**config.mk**
```make
export PLATFORM = sky130hd
export DESIGN_NAME = uart_tx_fifo_drain_flat
export DESIGN_NICKNAME = d
export VERILOG_FILES = /design/src/rtl/uart_tx_fifo_drain_if.sv /design/src/rtl/uart_tx_fifo_drain.sv /design/src/flat_wrapper.sv
export SDC_FILE = /design/constraint.sdc
export NUM_CORES = 1
export LEC_CHECK = 0
export ABC_AREA = 1
export ABC_CLOCK_PERIOD_IN_PS = 1730
export BUFFER_PORTS_ARGS = -buffer_cell sky130_fd_sc_hd__buf_2
export CAP_MARGIN = 20
export CORE_MARGIN = 3
export CORE_UTILIZATION = 45
export DETAILED_ROUTE_END_ITERATION = 10
export GPL_TIMING_DRIVEN = 0
export PLACE_DENSITY = 0.68
export RECOVER_POWER = 100
export SETUP_SLACK_MARGIN = 0.4
export SLEW_MARGIN = 0
export SYNTH_ARGS = -nofsm -noshare
export SYNTH_HDL_FRONTEND = slang
export SYNTH_SLANG_ARGS = --single-unit
```
**constraint.sdc**
```tcl
create_clock -name clk -period 1.73 [get_ports clk]
set_clock_uncertainty 0.15 [all_clocks]
set_input_delay 0.173 -clock clk [delete_from_list [all_inputs] [get_ports clk]]
set_output_delay 0.173 -clock clk [all_outputs]
set_load 0.02 [all_outputs]
```
**src/rtl/uart_tx_fifo_drain_if.sv**
```systemverilog
// FIFO read port plus serial-line status of the UART TX drain; the drain drives the master side.
// The FIFO/line owner (FIFO model, pad logic) connects through the slave side.
interface uart_tx_fifo_drain_if #(
  parameter int DATA_BITS = 8
);
  logic                 fifo_empty;
  logic                 fifo_rd_en;
  logic [DATA_BITS-1:0] fifo_rd_data;
  logic                 tx;
  logic                 busy;
  logic                 tx_done;

  modport master (
    input  fifo_empty, fifo_rd_data,
    output fifo_rd_en, tx, busy, tx_done
  );

  modport slave (
    output fifo_empty, fifo_rd_data,
    input  fifo_rd_en, tx, busy, tx_done
  );
endinterface

```
**src/rtl/uart_tx_fifo_drain.sv**
```systemverilog
// Pops one byte per frame from a 1-cycle-latency FIFO and serializes it (start, LSB-first data, opt. parity, stop).
// tx falls 3 cycles after fifo_empty is seen low in IDLE; FIFO fill level is ignored until the frame ends.
module uart_tx_fifo_drain #(
  parameter int CLKS_PER_BIT = 434,
  parameter int DATA_BITS    = 8,
  parameter int PARITY_EN    = 0,
  parameter int PARITY_ODD   = 0,
  parameter int STOP_BITS    = 1
) (
  input  logic                  clk,
  input  logic                  rst_n,
  uart_tx_fifo_drain_if.master  bus
);

  localparam int BAUD_W = (CLKS_PER_BIT > 1) ? $clog2(CLKS_PER_BIT) : 1;
  localparam int IDX_W  = (DATA_BITS > 1) ? $clog2(DATA_BITS) : 1;

  localparam logic [BAUD_W-1:0] BAUD_LAST = BAUD_W'(CLKS_PER_BIT - 1);
  localparam logic [IDX_W-1:0]  DATA_LAST = IDX_W'(DATA_BITS - 1);
  localparam logic [IDX_W-1:0]  STOP_LAST = IDX_W'(STOP_BITS - 1);
  localparam logic              PAR_SENSE = (PARITY_ODD != 0);

  typedef enum logic [2:0] {
    S_IDLE,
    S_FETCH,
    S_LOAD,
    S_START,
    S_DATA,
    S_PARITY,
    S_STOP
  } state_t;

  state_t               state_q, state_d;
  logic [BAUD_W-1:0]    baud_q, baud_d;
  logic [IDX_W-1:0]     idx_q, idx_d;
  logic [DATA_BITS-1:0] shift_q, shift_d;
  logic                 par_q, par_d;
  logic                 tx_q, tx_d;
  logic                 rd_en_q, rd_en_d;
  logic                 busy_q, busy_d;
  logic                 done_q, done_d;
  logic                 bit_end;

  always_comb begin
    state_d = state_q;
    shift_d = shift_q;
    par_d   = par_q;
    baud_d  = baud_q;
    idx_d   = idx_q;
    bit_end = (baud_q == BAUD_LAST);

    case (state_q)
      S_IDLE:   if (!bus.fifo_empty) state_d = S_FETCH;
      S_FETCH:  state_d = S_LOAD;
      S_LOAD: begin
        shift_d = bus.fifo_rd_data;
        par_d   = (^bus.fifo_rd_data) ^ PAR_SENSE;
        state_d = S_START;
      end
      S_START:  if (bit_end) state_d = S_DATA;
      S_DATA: begin
        if (bit_end) begin
          shift_d = shift_q >> 1;
          if (idx_q == DATA_LAST) state_d = (PARITY_EN != 0) ? S_PARITY : S_STOP;
        end
      end
      S_PARITY: if (bit_end) state_d = S_STOP;
      S_STOP:   if (bit_end && (idx_q == STOP_LAST)) state_d = S_IDLE;
      default:  state_d = S_IDLE;
    endcase

    // The bit index doubles as the stop-bit counter, so it restarts on every state change.
    if ((state_d != state_q) || (state_q == S_IDLE)) begin
      baud_d = '0;
      idx_d  = '0;
    end else if (bit_end) begin
      baud_d = '0;
      idx_d  = idx_q + 1'b1;
    end else begin
      baud_d = baud_q + 1'b1;
    end

    // Outputs are decoded from the next state so they leave the flops aligned with it.
    rd_en_d = (state_d == S_FETCH);
    busy_d  = (state_d != S_IDLE);
    done_d  = (state_d == S_STOP) && (idx_d == STOP_LAST) && (baud_d == BAUD_LAST);
    case (state_d)
      S_START:  tx_d = 1'b0;
      S_DATA:   tx_d = shift_d[0];
      S_PARITY: tx_d = par_d;
      default:  tx_d = 1'b1;
    endcase
  end

  always_ff @(posedge clk or negedge rst_n) begin
    if (!rst_n) begin
      state_q <= S_IDLE;
      baud_q  <= '0;
      idx_q   <= '0;
      shift_q <= '0;
      par_q   <= 1'b0;
      tx_q    <= 1'b1;
      rd_en_q <= 1'b0;
      busy_q  <= 1'b0;
      done_q  <= 1'b0;
    end else begin
      state_q <= state_d;
      baud_q  <= baud_d;
      idx_q   <= idx_d;
      shift_q <= shift_d;
      par_q   <= par_d;
      tx_q    <= tx_d;
      rd_en_q <= rd_en_d;
      busy_q  <= busy_d;
      done_q  <= done_d;
    end
  end

  assign bus.fifo_rd_en = rd_en_q;
  assign bus.tx         = tx_q;
  assign bus.busy       = busy_q;
  assign bus.tx_done    = done_q;

endmodule

```
**src/flat_wrapper.sv**
```systemverilog
// flat-port wrapper written by rule: the top's interface ports become plain ports
module uart_tx_fifo_drain_flat 
#(
  parameter int CLKS_PER_BIT = 434,
  parameter int DATA_BITS    = 8,
  parameter int PARITY_EN    = 0,
  parameter int PARITY_ODD   = 0,
  parameter int STOP_BITS    = 1
)
  (clk, rst_n, bus_fifo_empty, bus_fifo_rd_data, bus_fifo_rd_en, bus_tx, bus_busy, bus_tx_done);
  uart_tx_fifo_drain_if #(.DATA_BITS(DATA_BITS)) bus_i ();
  input  logic clk;
  input  logic rst_n;
  input wire logic [$bits(bus_i.fifo_empty)-1:0] bus_fifo_empty;
  input wire logic [$bits(bus_i.fifo_rd_data)-1:0] bus_fifo_rd_data;
  output wire logic [$bits(bus_i.fifo_rd_en)-1:0] bus_fifo_rd_en;
  output wire logic [$bits(bus_i.tx)-1:0] bus_tx;
  output wire logic [$bits(bus_i.busy)-1:0] bus_busy;
  output wire logic [$bits(bus_i.tx_done)-1:0] bus_tx_done;
  assign bus_i.fifo_empty = bus_fifo_empty;
  assign bus_i.fifo_rd_data = bus_fifo_rd_data;
  assign bus_fifo_rd_en = bus_i.fifo_rd_en;
  assign bus_tx = bus_i.tx;
  assign bus_busy = bus_i.busy;
  assign bus_tx_done = bus_i.tx_done;
  uart_tx_fifo_drain #(.CLKS_PER_BIT(CLKS_PER_BIT), .DATA_BITS(DATA_BITS), .PARITY_EN(PARITY_EN), .PARITY_ODD(PARITY_ODD), .STOP_BITS(STOP_BITS)) u_core (.clk(clk), .rst_n(rst_n), .bus(bus_i));
endmodule
```
* Word-level counts from Yosys, hierarchy flattened
Index checks and enable logic that the tools add are counted.
** Word-level totals
- Bits in registers :: 28
- Bits in latches :: 0
- Memory bits (writable) :: 0
- ROM bits :: 0
- Input bits :: 11
- Output and inout port bits :: 4
- Logic and storage cells :: 54
- Memories :: 0
** Cells by class
- $add $sub $neg :: 2
- $mul :: 0
- Div/mod/pow operators :: 0
- $lt $le $gt $ge :: 0
- Eq/ne operators :: 16
- Shift-type cells :: 0
- Multiplexer cells :: 15
- Bitwise gates (word level) :: 0
- Reduce and logical (&&, ||, !) cells :: 11
** Operators with widths (count)
- 2-to-1 mux 3 bit :: 8
- equality test 3 bit, second input constant :: 7
- one-hot mux 3 bit (7 select lines) :: 1
- equality test 9 bit, second input constant :: 2
- 2-to-1 mux 9 bit :: 2
- one-hot mux 8 bit (2 select lines) :: 1
- adder 9 x 1 -> 9 bit, second input constant :: 1
- equality test 3 x 2 -> 1 bit, second input constant :: 3
- logical NOT 3 bit :: 3
- 2-to-1 mux 8 bit :: 1
- XOR reduction 8 bit :: 1
- equality test 3 x 1 -> 1 bit, second input constant :: 2
- adder 3 x 1 -> 3 bit, second input constant :: 1
- logical AND 1 bit :: 3
- inequality test 3 bit :: 1
- one-hot mux 1 bit (3 select lines) :: 1
- nonzero test 3 bit :: 1
- inequality test 2 x 1 -> 1 bit, second input constant :: 1
- AND reduction 2 bit :: 1
- nonzero test 2 bit :: 1
- logical OR 1 bit :: 1
- 2-to-1 mux 1 bit :: 1

* Logic depth before layout (Yosys ltp)
Gate-level depths: netlist (run 1).
- Word-level depth :: 10
- Depth in mapped cells :: 14
- Gate-level depth less buffers :: 14

* Least setup slack after synthesis (run 1)
Ideal clock, no wire load.
- Path kind :: flip-flop to flip-flop
- Start :: reg u_core.baud_q[1]
- End :: reg u_core.done_q (netlist: u_core.bus.tx_done)
- Library setup time :: 0.115 ns
- Arrival :: 1.563 ns
- Required time :: 1.465 ns
- Setup slack :: -0.098 ns
- Cell stages (with the launch flop) :: 14
- Buffers on the path :: 0
- Period minus slack after synthesis :: 1.828 ns
- Cells stage by stage :: dfrtp_1 > inv_1 > ha_1 > nand2_1 > nor2_2 > nand3_1 > nand2_2 > nand2_2 > nor2_4 > nor2_1 > nor2_2 > nand3_1 > nand3_1 > nor2_1
** Between the ends
- Longest elaborated chain between the ends :: 10
- Elaborated cells between the ends (all ways) :: 19
- Those cells by class :: add/sub (1); eq/ne (4); mux (9); reduce/logical (5)
** RTL lines
- start: declaration :: RTL line uart_tx_fifo_drain.sv:34 : logic [BAUD_W-1:0] baud_q, baud_d;
- start signal: assignment :: RTL line uart_tx_fifo_drain.sv:108 : baud_q <= baud_d;
- branches (longest 9 deep; another with equality test 9 bit)
- logical AND 1 bit * :: RTL line uart_tx_fifo_drain.sv:86 : done_d = (state_d == S_STOP) && (idx_d == STOP_LAST) && (baud_d == BAUD_LAST);
- net u_core.done_d :: RTL line uart_tx_fifo_drain.sv:41 : logic done_q, done_d;
- end signal: assignment :: RTL line uart_tx_fifo_drain.sv:115 : done_q <= done_d;
- end: declaration :: RTL line uart_tx_fifo_drain.sv:41
Mark *: on every way through the listed nets, which the timed path passes.
A chain may end at the register's enable or synchronous reset.

* Worst setup path after layout (run 1)
- Start :: reg u_core.baud_q[3]
- End :: reg u_core.done_q (netlist: u_core.bus.tx_done)
** Between the ends
- Longest elaborated chain between the ends :: 10
- Elaborated cells between the ends (all ways) :: 19
- Those cells by class :: add/sub (1); eq/ne (4); mux (9); reduce/logical (5)
** RTL lines
- equality test 9 bit * :: RTL line uart_tx_fifo_drain.sv:50 : bit_end = (baud_q == BAUD_LAST);
- logical AND 1 bit :: RTL line uart_tx_fifo_drain.sv:68 : S_STOP: if (bit_end && (idx_q == STOP_LAST)) state_d = S_IDLE;
- 2-to-1 mux 3 bit :: RTL line uart_tx_fifo_drain.sv:68
- one-hot mux 3 bit (7 select lines) * :: RTL line uart_tx_fifo_drain.sv:52 : case (state_q)
- net u_core.state_d[1] :: RTL line uart_tx_fifo_drain.sv:33 : state_t state_q, state_d;
- branches (longest 5 deep; another with 2-to-1 mux 9 bit)
- logical AND 1 bit * :: RTL line uart_tx_fifo_drain.sv:86
- net u_core.done_d :: RTL line uart_tx_fifo_drain.sv:41
Marks and branches as above.

==> flow_metrics.py, run 1 <==
metrics = {
    "final_layout": {
        "final_layout_size_suffix_gt1_share_pct": 33.9,
        "num-fill-cells": 303,
        "nets": 259,
        "instances_no_fill": 288,
        "final_util_pct": 62.0,
        "diodes": 0,
        "design_area_um2": 2170,
        "area_growth_pct": 27.7,
    },
    "sta": {
        "rsz0062_at_grt": "true",
        "fin_crit_ps": 1990,
        "setup_viol": 21,
        "hold_viol_final": 2,
        "relSlewSlack_pct": 52.7,
        "max_freq_mhz": 503,
        "worst_pin_slew_ps": 709,
        "drv_slew": 0,
        "whs_ps": -81.5,
        "finalWorstSetupSlack_ps": -257,
        "fin_crit_sh_pct": 115,
    },
    "pwr": {
        "ir_worst_vdd_uv": 364,
        "power-per-cell-area_nw_per_um2": 531,
        "p_total_uw": 1150,
        "p_leak_uw": 0.00105,
    },
    "global_route": {
        "first_global_vias": 1433,
        "antenna_found_initial": 0,
        "grt_pass1_wl_um": 6340,
        "grt_remaining_overflow": 0,
        "grt_max_degree": 29,
        "track_usage_pct": 18.1,
    },
    "route": {
        "wl_per_cell_um": 13.4,
        "drt_wl_total_um": 3850,
        "postRouteAntennaNets": 0,
        "first_iter_violations": 67,
        "drt-vias-per-instance": 5.11,
        "num_vias": 1473,
        "first_pass_iters": 4,
        "drc": 0,
    },
    "flow_run": {
        "cap_violations": 0,
    },
    "yosys": {
        "synth_seq_cells": 28,
        "synth_seq_area_share_pct": 41.4,
        "async_reset_ff_share_pct": 100,
        "avgSynthCellArea_um2": 8.20,
        "synth_edf_count": 0,
        "yosys.area.top_type": "dfrtp_1",
        "synth_cell_types": 32,
        "netlist_area_um2": 1700,
        "synth_top_area_share_pct": 39.8,
        "synthCells": 207,
        "synth_area_leaders": "dfrtp_1, nand2_1, inv_1",
        "ys.flop_type": "dfrtp_1",
        "ys_warn_count": 0,
        "syn_nets": 223,
    },
    "clock_tree": {
        "holdBufCountCts": 3,
        "path_clk_slew_ps": 100,
        "ctsHtreeMaxLevel": 1,
        "clk_latency_ps": 280,
        "clockBufferDepth": 2,
        "root_buffer": "clkbuf_8",
        "clock-sinks": 28,
        "numCtsBuffers": 3,
        "cts_tree": "done",
    },
    "die": {
        "die_w_um": 67.4,
        "die-area_um2": 4540,
        "pin_count": 15,
        "die_h_um": 67.4,
        "core_area_um2": 3490,
        "rows": 21,
        "initial_core_util_pct": 48.5,
    },
    "setup_path": {
        "setup.worst_path.class": "reg -> reg",
        "arrival_ps": 2060,
        "cp.required_ps": 1800,
        "start_kind": "register",
        "timing.rr.start": "u_core.baud_q[3]",
        "critPathLaunch": "u_core.baud_q[3]",
        "critPathCaptureType": "register",
        "cp_max_fo": 4,
    },
    "placement": {
        "dpl_worst_slack_ps": -324,
        "place_area_um2": 1880,
        "place_congestion": 0.850,
        "io_buffers": 14,
        "dp_cells": 267,
        "hpwlAfterDp_um": 2610,
    },
    "status": {
        "failed_checks": "negative hold slack, negative setup slack",
        "status": "complete, but fails checks",
    },
    "min_path": {
        "hp-class": "in -> reg",
        "hold_start": "bus_fifo_empty",
    },
}
==> placed cells by master (no fill, tap or decap), types with 2 or more instances in the layout <==
master / Yosys / final
inv_2: 2 / 4
a21oi_1: 4 / 4
nand2_4: 0 / 5
nand2_1: 38 / 32
dfrtp_2: 0 / 3
dlygate4sd3_1: 0 / 3
o221ai_1: 6 / 3
clkbuf_1: 0 / 5
nand3_2: 2 / 4
xnor2_1: 6 / 6
nor2_2: 5 / 7
o221ai_2: 0 / 3
o21ai_2: 1 / 2
clkbuf_8: 0 / 3
dfrtp_1: 27 / 24
nand4_1: 3 / 3
nand2_2: 4 / 5
buf_6: 1 / 5
nor3_2: 4 / 5
inv_1: 35 / 32
nor2_4: 3 / 6
buf_2: 0 / 10
xor2_1: 5 / 5
ha_1: 5 / 3
buf_4: 1 / 10
nor2_1: 22 / 17
nand3_1: 15 / 12
o211ai_1: 3 / 3
nand3b_1: 3 / 3
==> power breakdown <==
part | internal, µW | total (µW) | switching [µW]
sequential | 673 | 678 | 5.58
clock | 165 | 370 | 204
combinational | 46.9 | 101 | 54.3
==> layer usage <==
metal  up-vias  track usage [%]  wire (µm)
li1        739                -          -
met1       701             25.8       1790
met2        26             28.7       1900
met3         7             2.00        101
met4         0             6.08         57
met5         -                0          0
==> final cells by class <==
cell class,count,area [µm²],area share [%]
Buffer,2,22.5,1.04
Clock buffer,4,45.0,2.08
Inverter,37,144,6.64
Multi-Input combinational cell,140,982,45.3
Sequential cell,28,706,32.6
Tap cell,46,57.6,2.66
Timing Repair Buffer,31,209,9.65
==> cells by family (layout without fill, tap and decap cells) <==
family	Yosys count	count (layout)	synth area share, %
mux	1	1	0.590
xor+xnor	11	11	5.68
fa+ha+maj	5	5	3.69
flops	28	28	41.4
compound gates	19	19	8.11
simple gates	104	104	31.3
buf+inv	39	74	9.29
==> what timing repair did <==
item / in CTS / in global routing
pin swaps: 8 / 8
resized for setup: 16 / 16
gates cloned: 1 / 0
setup buffers: 8 / 5
hold endpoints to repair: 30 / 1
endpoints found under the setup margin: 27 / 27
==> worst max-delay path, stage by stage, from the launching register on <==
cell and delay (ps):
dfrtp_1 390, buf_4 140, nor2_1 180, nand2_2 90, nor2_4 130, nand3_2 110
nand2_4 100, nor2_4 50, buf_4 130, inv_1 60, nand3_1 70, nor2_1 120
nand3_1 100, nor2_1 90
==> cells in the mapped netlist, types with 2 or more instances <==
cell,number
nor2_4,3
nor3_1,2
nor2_2,5
o21ai_0,2
o211ai_1,3
dfrtp_1,27
nand2_1,38
nand2_2,4
inv_2,2
nor3_2,4
inv_1,35
nand3_2,2
xor2_1,5
a21oi_1,4
nand4_1,3
ha_1,5
nand3_1,15
xnor2_1,6
o221ai_1,6
nor2_1,22
nand3b_1,3
==> registers in the layout, indices dropped and copies added (netlist names) <==
name	count
u_core.baud_q	9
u_core.bus.busy	1
u_core.bus.fifo_rd_en	1
u_core.bus.tx	1
u_core.bus.tx_done	1
u_core.idx_q	3
u_core.par_q	1
u_core.shift_q	8
u_core.state_q	3
==> through the flow <==
step / hold slack, ps / TNS, ps
after CTS: -82.4 / -2340
after floorplan: -273 / -55.2
after global placement: 84.0 / -3110
after global routing: -86.2 / -4540
after detailed placement: 87.7 / -3410
final: -81.5 / -2490
==> worst paths after layout <==
check                      slack (ps)                     to  cells past startpoint
max reg2reg                      -260     u_core.bus.tx_done                     13
min reg2reg                       390           u_core.par_q                      2
max in group asynchronous         620      u_core.state_q[1]                      2
min                               -80  u_core.bus.fifo_rd_en                      2
min in group asynchronous         320        u_core.idx_q[1]                      2
max                              -260     u_core.bus.tx_done                     13
Note: power is estimated with default switching activity, not from simulation.
==> inputs of run 2 (changes only) <==
--- a/config.mk
+++ b/config.mk
@@ -16,6 +16,7 @@
 export PLACE_DENSITY = 0.68
 export RECOVER_POWER = 100
 export SETUP_SLACK_MARGIN = 0.4
+export SKIP_CTS_REPAIR_TIMING = 1
 export SLEW_MARGIN = 0
 export SYNTH_ARGS = -nofsm -noshare
 export SYNTH_HDL_FRONTEND = slang
==> flow_metrics.py, run 2 (synthesis results as in run 1) <==
metrics = {
    "die": {
        "initial_core_util_pct": 48.5,
        "die_w_um": 67.4,
        "rows": 21,
        "die-area_um2": 4540,
        "core_area_um2": 3490,
        "pin_count": 15,
        "die_h_um": 67.4,
    },
    "final_layout": {
        "layout_commonest_cell": "nand2_1",
        "layout_common_cells": "nand2_1, inv_1, dfrtp_1, nor2_1, nand3_1",
        "diodes": 0,
        "reg.largest.list": "u_core.baud_q x9, u_core.shift_q x8",
        "instances_no_fill": 285,
        "design_area_um2": 2200,
        "largest_reg_flops": 9,
        "final_layout_size_suffix_gt1_share_pct": 34.3,
        "top_register": "u_core.baud_q",
        "area_growth_pct": 29.6,
        "final_util_pct": 62.9,
        "nets": 256,
    },
    "route": {
        "wl_met1_um": 1820,
        "drc": 0,
        "dr_wl_met2_um": 1940,
        "postRouteAntennaNets": 0,
        "drt_wl_total_um": 3900,
        "num_vias": 1453,
        "drt-vias-per-instance": 5.10,
        "top_layer": "met4",
        "first_iter_violations": 106,
        "wl_per_cell_um": 13.7,
        "wl_met3_um": 95,
        "first_pass_iters": 4,
    },
    "global_route": {
        "track_usage_pct": 17.1,
        "grt_max_degree": 29,
        "first_global_vias": 1332,
        "grt_pass1_wl_um": 5920,
        "antenna_found_initial": 0,
        "grt_remaining_overflow": 0,
    },
    "clock_tree": {
        "clock-sinks": 28,
        "cts_tree": "done",
        "clk_latency_ps": 280,
        "numCtsBuffers": 3,
        "root_buffer": "clkbuf_8",
        "ctsHtreeMaxLevel": 1,
        "clockBufferDepth": 2,
        "path_clk_slew_ps": 100,
    },
    "sta": {
        "fin_crit_ps": 2040,
        "hold_viol_final": 4,
        "fin_crit_sh_pct": 118,
        "rsz0062_at_grt": "true",
        "relSlewSlack_pct": 52.3,
        "setup_viol": 15,
        "worst_pin_slew_ps": 715,
        "whs_ps": -65.0,
        "max_freq_mhz": 490,
        "finalWorstSetupSlack_ps": -311,
        "drv_slew": 0,
        "finalSetupTns_ps": -3240,
    },
    "pwr": {
        "power-per-cell-area_nw_per_um2": 529,
        "ir_worst_vdd_uv": 372,
        "p_leak_uw": 0.00103,
    },
    "setup_path": {
        "crit_chain": "ha_4 -> nand2_4 -> nor2_4 -> nand3_2 -> nand2_2 -> nand2_2 -> nor2_4 -> nor2_1 -> nor2_2 -> nand3_1 -> nand3_1 -> nor2_1",
        "cp_max_fo": 4,
        "slowest_delay_ps": 440,
        "critPathCaptureType": "register",
        "cp.required_ps": 1760,
        "arrival_ps": 2070,
        "start_kind": "register",
        "critPathSlowestCell": "dfrtp_1",
        "setup.worst_path.class": "reg -> reg",
    },
    "status": {
        "status": "complete, but fails checks",
        "failed_checks": "negative hold slack, negative setup slack",
    },
    "flow_run": {
        "cap_violations": 0,
    },
    "placement": {
        "io_buffers": 14,
        "place_area_um2": 1880,
        "dp_cells": 267,
        "hpwlAfterDp_um": 2610,
        "place_congestion": 0.850,
    },
    "min_path": {
        "hp-class": "in -> reg",
    },
}
-- run 2: through the flow --
step	power [µW]	setup slack [ps]
after floorplan	740	-55.2
after global placement	775	-287
after detailed placement	777	-324
after CTS	1140	-335
after global routing	1210	-443
final	1160	-311
-- run 2: path summary, 6_finish.rpt --
kind	cells after the start	endpoint	from	slack [ps]
setup / recovery	12	u_core.bus.tx_done	u_core.baud_q[0]	-310
hold / removal	2	u_core.bus.fifo_rd_en	bus_fifo_empty	-70
setup reg to reg	12	u_core.bus.tx_done	u_core.baud_q[0]	-310
hold reg to reg	2	u_core.shift_q[1]	u_core.shift_q[1]	410
max in group asynchronous	2	u_core.state_q[2]	rst_n	610
min in group asynchronous	2	u_core.baud_q[0]	rst_n	320
-- run 2: worst max-delay path: cells and delay by family, from the launching register on --
family | cells | cell delay, ps
and+or+nand+nor | 11 | 1160
DFF | 1 | 440
adders and majority gates | 1 | 180
-- run 2: power breakdown --
part	leakage (µW)	internal [µW]	switching, µW
clock	0.0000228	165	205
sequential	0.000326	673	6.08
combinational	0.000679	53.6	61.4
total	0.00103	892	272
-- run 2: area by class of cell --
cell class              count  area [µm²]
well taps                  46        57.6
inverters                  37         146
repair buffers             28         208
flip-flops and latches     28         704
plain buffers               2        26.3
fillers                   301        1290
multi-input cells         140        1010
clock buffers               4        45.0
-- run 2: metal layers --
| metal | vias to the layer above | GRT usage, % |
|---|---|---|
| li1 | 732 | - |
| met1 | 694 | 24.9 |
| met2 | 22 | 26.0 |
| met3 | 5 | 2.16 |
| met4 | 0 | 5.82 |
| met5 | - | 0 |
